<file path="config.mk">
export PLATFORM = sky130hd
export DESIGN_NAME = mp_add_seq_flat
export DESIGN_NICKNAME = d
export VERILOG_FILES = /design/src/rtl/mp_add_seq_if.sv /design/src/rtl/mp_add_seq.sv /design/src/flat_wrapper.sv
export SDC_FILE = /design/constraint.sdc
export NUM_CORES = 1
export LEC_CHECK = 0
export ABC_AREA = 0
export BUFFER_PORTS_ARGS = -buffer_cell sky130_fd_sc_hd__buf_2
export CORE_UTILIZATION = 24
export DETAILED_ROUTE_END_ITERATION = 16
export GPL_ROUTABILITY_DRIVEN = 1
export GPL_TIMING_DRIVEN = 0
export PLACE_DENSITY = 0.55
export SLEW_MARGIN = 30
export SYNTH_ARGS = -nofsm -noshare
export SYNTH_HDL_FRONTEND = slang
export SYNTH_SLANG_ARGS = --single-unit
</file>
<file path="constraint.sdc">
create_clock -name clk -period 1.5 [get_ports clk]
set_input_delay 0.15 -clock clk [delete_from_list [all_inputs] [get_ports clk]]
set_output_delay 0.15 -clock clk [all_outputs]
set_load 0.01 [all_outputs]
</file>
<file path="src/rtl/mp_add_seq_if.sv">
// Stream and adder-stage signal bundle for mp_add_seq.
// The in_sub port exists only when MP_ADD_SEQ_SUB_EN is defined.
interface mp_add_seq_if #(
  parameter int CNT_W = 5
);
  logic             in_valid;
  logic             in_ready;
  logic [7:0]       in_a;
  logic [7:0]       in_b;
  logic             in_first;
  logic             in_last;
  logic             in_cin;
`ifdef MP_ADD_SEQ_SUB_EN
  logic             in_sub;
`endif
  logic [7:0]       add_x;
  logic [7:0]       add_y;
  logic             add_cin;
  logic [7:0]       add_f;
  logic             add_cout;
  logic             out_valid;
  logic             out_ready;
  logic [7:0]       out_sum;
  logic             out_last;
  logic             out_cout;
  logic             out_ovf;
  logic [CNT_W-1:0] beat_cnt;
  logic             busy;
  logic             proto_err;

  // Sequencer side: consumes operand beats and adder results, produces sums.
  modport slave (
    input  in_valid, in_a, in_b, in_first, in_last, in_cin,
`ifdef MP_ADD_SEQ_SUB_EN
    input  in_sub,
`endif
    input  add_f, add_cout, out_ready,
    output in_ready, add_x, add_y, add_cin,
    output out_valid, out_sum, out_last, out_cout, out_ovf,
    output beat_cnt, busy, proto_err
  );

  // Environment side: upstream source, adder stage and downstream sink.
  modport master (
    output in_valid, in_a, in_b, in_first, in_last, in_cin,
`ifdef MP_ADD_SEQ_SUB_EN
    output in_sub,
`endif
    output add_f, add_cout, out_ready,
    input  in_ready, add_x, add_y, add_cin,
    input  out_valid, out_sum, out_last, out_cout, out_ovf,
    input  beat_cnt, busy, proto_err
  );
endinterface

</file>
<file path="src/rtl/mp_add_seq.sv">
// Byte-serial multi-precision add sequencer. Operand bytes arrive LSB-first,
// are routed straight to an external 8-bit ripple-carry adder, and the adder
// result is registered with the carry chained between beats of a frame.
// Optional feature macro: MP_ADD_SEQ_SUB_EN (adds in_sub for A-B frames).
module mp_add_seq #(
  parameter int MAX_BEATS = 16,
  parameter int CNT_W     = 5
) (
  input logic         clk,
  input logic         rst_n,
  mp_add_seq_if.slave bus
);

  localparam logic [0:0] IDLE   = 1'b0;
  localparam logic [0:0] ACTIVE = 1'b1;

  localparam logic [CNT_W-1:0] CNT_MAX = CNT_W'(MAX_BEATS);
  localparam logic [CNT_W-1:0] CNT_ONE = CNT_W'(1);

  logic [0:0]       state_q;
  logic             carry_q;
  logic             out_valid_q;
  logic [7:0]       sum_q;
  logic             last_q;
  logic             cout_q;
  logic             ovf_q;
  logic [CNT_W-1:0] cnt_q;
  logic             err_q;

  logic             in_ready;
  logic             accept;
  logic             sub_now;
  logic [7:0]       y_eff;
  logic             beat_ovf;
  logic             over_limit;
  logic             err_d;

`ifdef MP_ADD_SEQ_SUB_EN
  logic             sub_q;

  // A first beat decides the operation for itself; later beats follow the latch.
  assign sub_now = bus.in_first ? bus.in_sub : sub_q;

  // Latch the operation for the rest of the frame whenever a frame starts.
  always_ff @(posedge clk or negedge rst_n) begin
    if (!rst_n) begin
      sub_q <= 1'b0;
    end else if (accept && bus.in_first) begin
      sub_q <= bus.in_sub;
    end
  end
`else
  assign sub_now = 1'b0;
`endif

  // Single output register: a new beat fits when the register is empty or draining.
  assign in_ready = !out_valid_q || bus.out_ready;
  assign accept   = bus.in_valid && in_ready;

  // Subtraction is A + ~B + 1, so the first beat forces carry-in high.
  assign y_eff       = sub_now ? ~bus.in_b : bus.in_b;
  assign bus.add_x   = bus.in_a;
  assign bus.add_y   = y_eff;
  assign bus.add_cin = bus.in_first ? (sub_now | bus.in_cin) : carry_q;

  // Signed overflow: operands agree in sign but the result does not.
  assign beat_ovf = (bus.in_a[7] == y_eff[7]) && (bus.add_f[7] != bus.in_a[7]);

  // A non-first beat arriving with the counter already full overruns the frame.
  assign over_limit = (state_q == ACTIVE) && !bus.in_first && (cnt_q == CNT_MAX);
  assign err_d = ((state_q == IDLE)   && !bus.in_first) ||
                 ((state_q == ACTIVE) &&  bus.in_first) ||
                 over_limit;

  // Frame tracking: a last beat always closes, a first beat (or stray IDLE beat) opens.
  always_ff @(posedge clk or negedge rst_n) begin
    if (!rst_n) begin
      state_q <= IDLE;
      cnt_q   <= '0;
    end else if (accept) begin
      if (bus.in_last) begin
        state_q <= IDLE;
        cnt_q   <= '0;
      end else if ((state_q == IDLE) || bus.in_first) begin
        state_q <= ACTIVE;
        cnt_q   <= CNT_ONE;
      end else if (cnt_q != CNT_MAX) begin
        cnt_q   <= cnt_q + CNT_ONE;
      end
    end
  end

  // Inter-beat carry; cleared at frame end so a stray next beat starts from zero.
  always_ff @(posedge clk or negedge rst_n) begin
    if (!rst_n) begin
      carry_q <= 1'b0;
    end else if (accept) begin
      carry_q <= bus.in_last ? 1'b0 : bus.add_cout;
    end
  end

  // Output register: load on accept, drop valid when drained, hold when stalled.
  always_ff @(posedge clk or negedge rst_n) begin
    if (!rst_n) begin
      out_valid_q <= 1'b0;
      sum_q       <= '0;
      last_q      <= 1'b0;
      cout_q      <= 1'b0;
      ovf_q       <= 1'b0;
    end else if (accept) begin
      out_valid_q <= 1'b1;
      sum_q       <= bus.add_f;
      last_q      <= bus.in_last;
      cout_q      <= bus.in_last ? bus.add_cout : 1'b0;
      ovf_q       <= bus.in_last ? beat_ovf : 1'b0;
    end else if (bus.out_ready) begin
      out_valid_q <= 1'b0;
    end
  end

  // Protocol error flag lasts exactly one cycle after the offending beat.
  always_ff @(posedge clk or negedge rst_n) begin
    if (!rst_n) begin
      err_q <= 1'b0;
    end else begin
      err_q <= accept && err_d;
    end
  end

  assign bus.in_ready  = in_ready;
  assign bus.out_valid = out_valid_q;
  assign bus.out_sum   = sum_q;
  assign bus.out_last  = last_q;
  assign bus.out_cout  = cout_q;
  assign bus.out_ovf   = ovf_q;
  assign bus.beat_cnt  = cnt_q;
  assign bus.busy      = (state_q == ACTIVE);
  assign bus.proto_err = err_q;

endmodule

</file>
<file path="src/flat_wrapper.sv">
// flat-port wrapper written by rule: the top's interface ports become plain ports
module mp_add_seq_flat 
#(
  parameter int MAX_BEATS = 16,
  parameter int CNT_W     = 5
)
  (clk, rst_n, bus_in_valid, bus_in_a, bus_in_b, bus_in_first, bus_in_last, bus_in_cin, bus_add_f, bus_add_cout, bus_out_ready, bus_in_ready, bus_add_x, bus_add_y, bus_add_cin, bus_out_valid, bus_out_sum, bus_out_last, bus_out_cout, bus_out_ovf, bus_beat_cnt, bus_busy, bus_proto_err);
  mp_add_seq_if #(.CNT_W(CNT_W)) bus_i ();
  input logic clk;
  input logic rst_n;
  input wire logic [$bits(bus_i.in_valid)-1:0] bus_in_valid;
  input wire logic [$bits(bus_i.in_a)-1:0] bus_in_a;
  input wire logic [$bits(bus_i.in_b)-1:0] bus_in_b;
  input wire logic [$bits(bus_i.in_first)-1:0] bus_in_first;
  input wire logic [$bits(bus_i.in_last)-1:0] bus_in_last;
  input wire logic [$bits(bus_i.in_cin)-1:0] bus_in_cin;
  input wire logic [$bits(bus_i.add_f)-1:0] bus_add_f;
  input wire logic [$bits(bus_i.add_cout)-1:0] bus_add_cout;
  input wire logic [$bits(bus_i.out_ready)-1:0] bus_out_ready;
  output wire logic [$bits(bus_i.in_ready)-1:0] bus_in_ready;
  output wire logic [$bits(bus_i.add_x)-1:0] bus_add_x;
  output wire logic [$bits(bus_i.add_y)-1:0] bus_add_y;
  output wire logic [$bits(bus_i.add_cin)-1:0] bus_add_cin;
  output wire logic [$bits(bus_i.out_valid)-1:0] bus_out_valid;
  output wire logic [$bits(bus_i.out_sum)-1:0] bus_out_sum;
  output wire logic [$bits(bus_i.out_last)-1:0] bus_out_last;
  output wire logic [$bits(bus_i.out_cout)-1:0] bus_out_cout;
  output wire logic [$bits(bus_i.out_ovf)-1:0] bus_out_ovf;
  output wire logic [$bits(bus_i.beat_cnt)-1:0] bus_beat_cnt;
  output wire logic [$bits(bus_i.busy)-1:0] bus_busy;
  output wire logic [$bits(bus_i.proto_err)-1:0] bus_proto_err;
  assign bus_i.in_valid = bus_in_valid;
  assign bus_i.in_a = bus_in_a;
  assign bus_i.in_b = bus_in_b;
  assign bus_i.in_first = bus_in_first;
  assign bus_i.in_last = bus_in_last;
  assign bus_i.in_cin = bus_in_cin;
  assign bus_i.add_f = bus_add_f;
  assign bus_i.add_cout = bus_add_cout;
  assign bus_i.out_ready = bus_out_ready;
  assign bus_in_ready = bus_i.in_ready;
  assign bus_add_x = bus_i.add_x;
  assign bus_add_y = bus_i.add_y;
  assign bus_add_cin = bus_i.add_cin;
  assign bus_out_valid = bus_i.out_valid;
  assign bus_out_sum = bus_i.out_sum;
  assign bus_out_last = bus_i.out_last;
  assign bus_out_cout = bus_i.out_cout;
  assign bus_out_ovf = bus_i.out_ovf;
  assign bus_beat_cnt = bus_i.beat_cnt;
  assign bus_busy = bus_i.busy;
  assign bus_proto_err = bus_i.proto_err;
  mp_add_seq #(.MAX_BEATS(MAX_BEATS), .CNT_W(CNT_W)) u_core (.clk(clk), .rst_n(rst_n), .bus(bus_i));
endmodule
</file>
==> summary.txt <==
status: completed
Mapped Cells: 100
CP max stage cell: dfrtp_1
total power: 1.52 mW
Die ar.: 4770 um^2
setup slack, reg-to-reg: 0.06 ns
worst vdd ir: 0.361 mV
Core Footprint: 4320 um^2
WHS Path Cells: 2
Hold Path Sink: u_core.bus.out_sum[0]
CTS clk-pin slew, worst paths: 0.08 ns
GR Overflow Total: 0
vias in the first global route: 856
most common cell after layout, fill and taps aside: buf_2
Initial DRC Count: 28
start of the worst register-to-register path: u_core.bus.beat_cnt[0]
Detailed Route WL: 2300 um
count of different cell masters after synthesis: 23
CP required: 1.64 ns
Worst-Skew Late Latency: 0.25 ns
Avg Synthesized Cell Area: 10.8 um^2
WP data arrival: 1.58 ns
DRT antenna net count: 0
Synth warnings: 0
startpoint types: flop
Die Width: 69.1 um
Num CTS Buffers: 3
post-DP HPWL: 1740 um
CTS tree: done
first-pass GRT wire length: 3700 um
Max Clock Skew: 0.00688 ns
max incr delay on CP: 0.39 ns
minimum clock period after layout: 1.44 ns
htree depth: 1
Max clock buf depth: 2
Hold Startpoint: bus_add_f[0]
synthesized flop and latch total: 20
worst-path cell chain: inv_1 > ha_2 > nand4b_4 > o211ai_4 > nor3_2 > a221o_1
# clock sinks: 20
I/O pin total: 69
Worst setup EP type: flop
post-route insts no fill: 214
Setup CP Type: reg -> reg
area growth from synthesis to layout: 41.1%
max frequency: 0.696 GHz
Port Buffers: 54
Max Slew Vio Count: 0
Post-layout nets: 198
Placed Area: 1420 um^2
Rel. slew slack: 69.1%
die height: 69.1 um
Final Hold Fails: 0
Yosys top cell area share: 46.3%
Lkg Pwr: 0.795 nW
fin area: 1520 um^2
power per cell area: 1000 nW/um^2
R2R depth: 6
GRT Overall Usage: 9.36%
ANT cells: 0
Crit Path Max Fanout: 3
Post-Syn Nets: 135
wire per inst: 10.7 um
initial core utilization: 25.0%
crit share post-route: 95.7%
initial antenna violation count: 0
residual DRC count: 0
vias per inst: 4.20
CTS root buf: clkbuf_8
std cell rows: 24
RR Endpoint: u_core.bus.beat_cnt[1]
Slew @ Worst Pin: 0.463 ns
unrepaired setup endpoints after global routing: true
RePlAce Congestion: 0.728
commonest non-fill, non-tap cells in the layout: buf_2 (55), dfrtp_1 (20), buf_4 (19)
sequential element share of the synthesized area: 46.3%
max_cap viols: 0
total number of vias: 899
setup violators final: 0
placed insts: 206
most area-hungry cell type in the Yosys netlist: dfrtp_1
layout cells sized above 1: 58.6%
largest net degree at the start of global routing: 21
Hold Path Class: in -> reg
top post-synthesis cells by area: dfrtp_1 (46%), buf_4 (11%), mux2_2 (9.4%), ha_1 (3.5%), o21ai_0 (3.2%)
Pre-antenna DRT Iters: 10
cell area after synthesis: 1080 um^2
[routing by layer]
metal  GRT usage (%)  share of wire (%)
met1            12.2                 49
met3            1.90                6.8
met5               0                  0
met2            15.2                 44
met4            3.40                  0
[per-stage QoR]
step / setup TNS (ns) / worst slack [ns] / utilization, % / hold slack, ns
floorplan: 0 / 0.0631 / - / -0.146
global placement: -0.0130 / -0.0130 / 32.7 / 0.131
detailed placement: 0 / 0.0000154 / 32.7 / 0.135
CTS: 0 / 0.00668 / 35.0 / 0.115
global route: -0.0148 / -0.0148 / 35.2 / 0.115
finish: 0 / 0.0641 / 35.2 / 0.122
[cells in the mapped netlist]
library cell   n
a21oi_1        3
a221o_1        1
buf_2          1
buf_4         16
buf_6          2
dfrtp_1       20
ha_1           3
inv_1          5
mux2_2         9
nand2_1        8
nand2_4        1
nand2b_1       4
nand3_1        3
nand4_1        1
nand4b_4       1
nor2_1         8
nor2b_1        1
nor3_2         1
nor4bb_1       1
o211ai_4       1
o21a_1         1
o21ai_0        7
o41ai_1        2
[worst max-delay path: cells and delay by family (launching register included)]
| family | cells | cell delay, ns |
|---|---|---|
| buf+inv | 1 | 0.08 |
| simple gates | 2 | 0.17 |
| fa+ha+maj | 1 | 0.19 |
| compound gates | 2 | 0.49 |
| flops | 1 | 0.39 |
[flip-flops by register name, summed over array words and instances, names as in the netlist]
name	flops
u_core.bus.proto_err	1
u_core.bus.busy	1
u_core.bus.out_sum	8
u_core.bus.out_valid	1
u_core.bus.out_last	1
u_core.bus.out_ovf	1
u_core.bus.out_cout	1
u_core.bus.beat_cnt	5
u_core.carry_q	1
[layout make-up]
class                      count  area [um^2]
buffer                        19          148
timing repair buffer          58          303
tap                           52         65.1
inverter                       5         18.8
multi-input combinational     56          418
sequential                    20          500
fill                         470         2800
clock buffer                   3         41.3
clock inverter                 1         30.0
[logic make-up after synthesis]
| logic type | share of synthesized area, % |
|---|---|
| adder cells (fa/ha/maj) | 3.48 |
| flip-flops | 46.3 |
| buffers and inverters | 15.4 |
| multiplexers | 9.39 |
| AO/OA/AOI/OAI | 9.85 |
| AND/OR/NAND/NOR | 15.5 |
[worst max path at each step]
stage	start	endpoint	slack (ns)	depth (start not counted)
global placement	u_core.bus.beat_cnt[0]	u_core.bus.beat_cnt[1]	-0.01	6
finish	u_core.bus.beat_cnt[0]	u_core.bus.beat_cnt[1]	0.06	6
floorplan	u_core.bus.beat_cnt[0]	u_core.bus.beat_cnt[1]	0.06	6
CTS	u_core.bus.busy	u_core.bus.beat_cnt[1]	0.007	5
detailed placement	u_core.bus.beat_cnt[0]	u_core.bus.beat_cnt[1]	0.00002	6
global route	u_core.bus.beat_cnt[1]	u_core.bus.beat_cnt[1]	-0.01	6
[where the power goes]
group / switching [mW] / internal [mW]
registers: 0.0294 / 0.599
clock network: 0.173 / 0.356
logic: 0.180 / 0.187
[repair_timing]
action / 4_1_cts / 5_1_grt
hold buffers: 1 / 0
pin swaps: 0 / 2
resized for setup: 0 / 3
endpoints found under the setup margin: 1 / 2
hold endpoints to repair: 20 / 0
buffers inserted: 2 / 1
(Power assumes the default switching activity.)
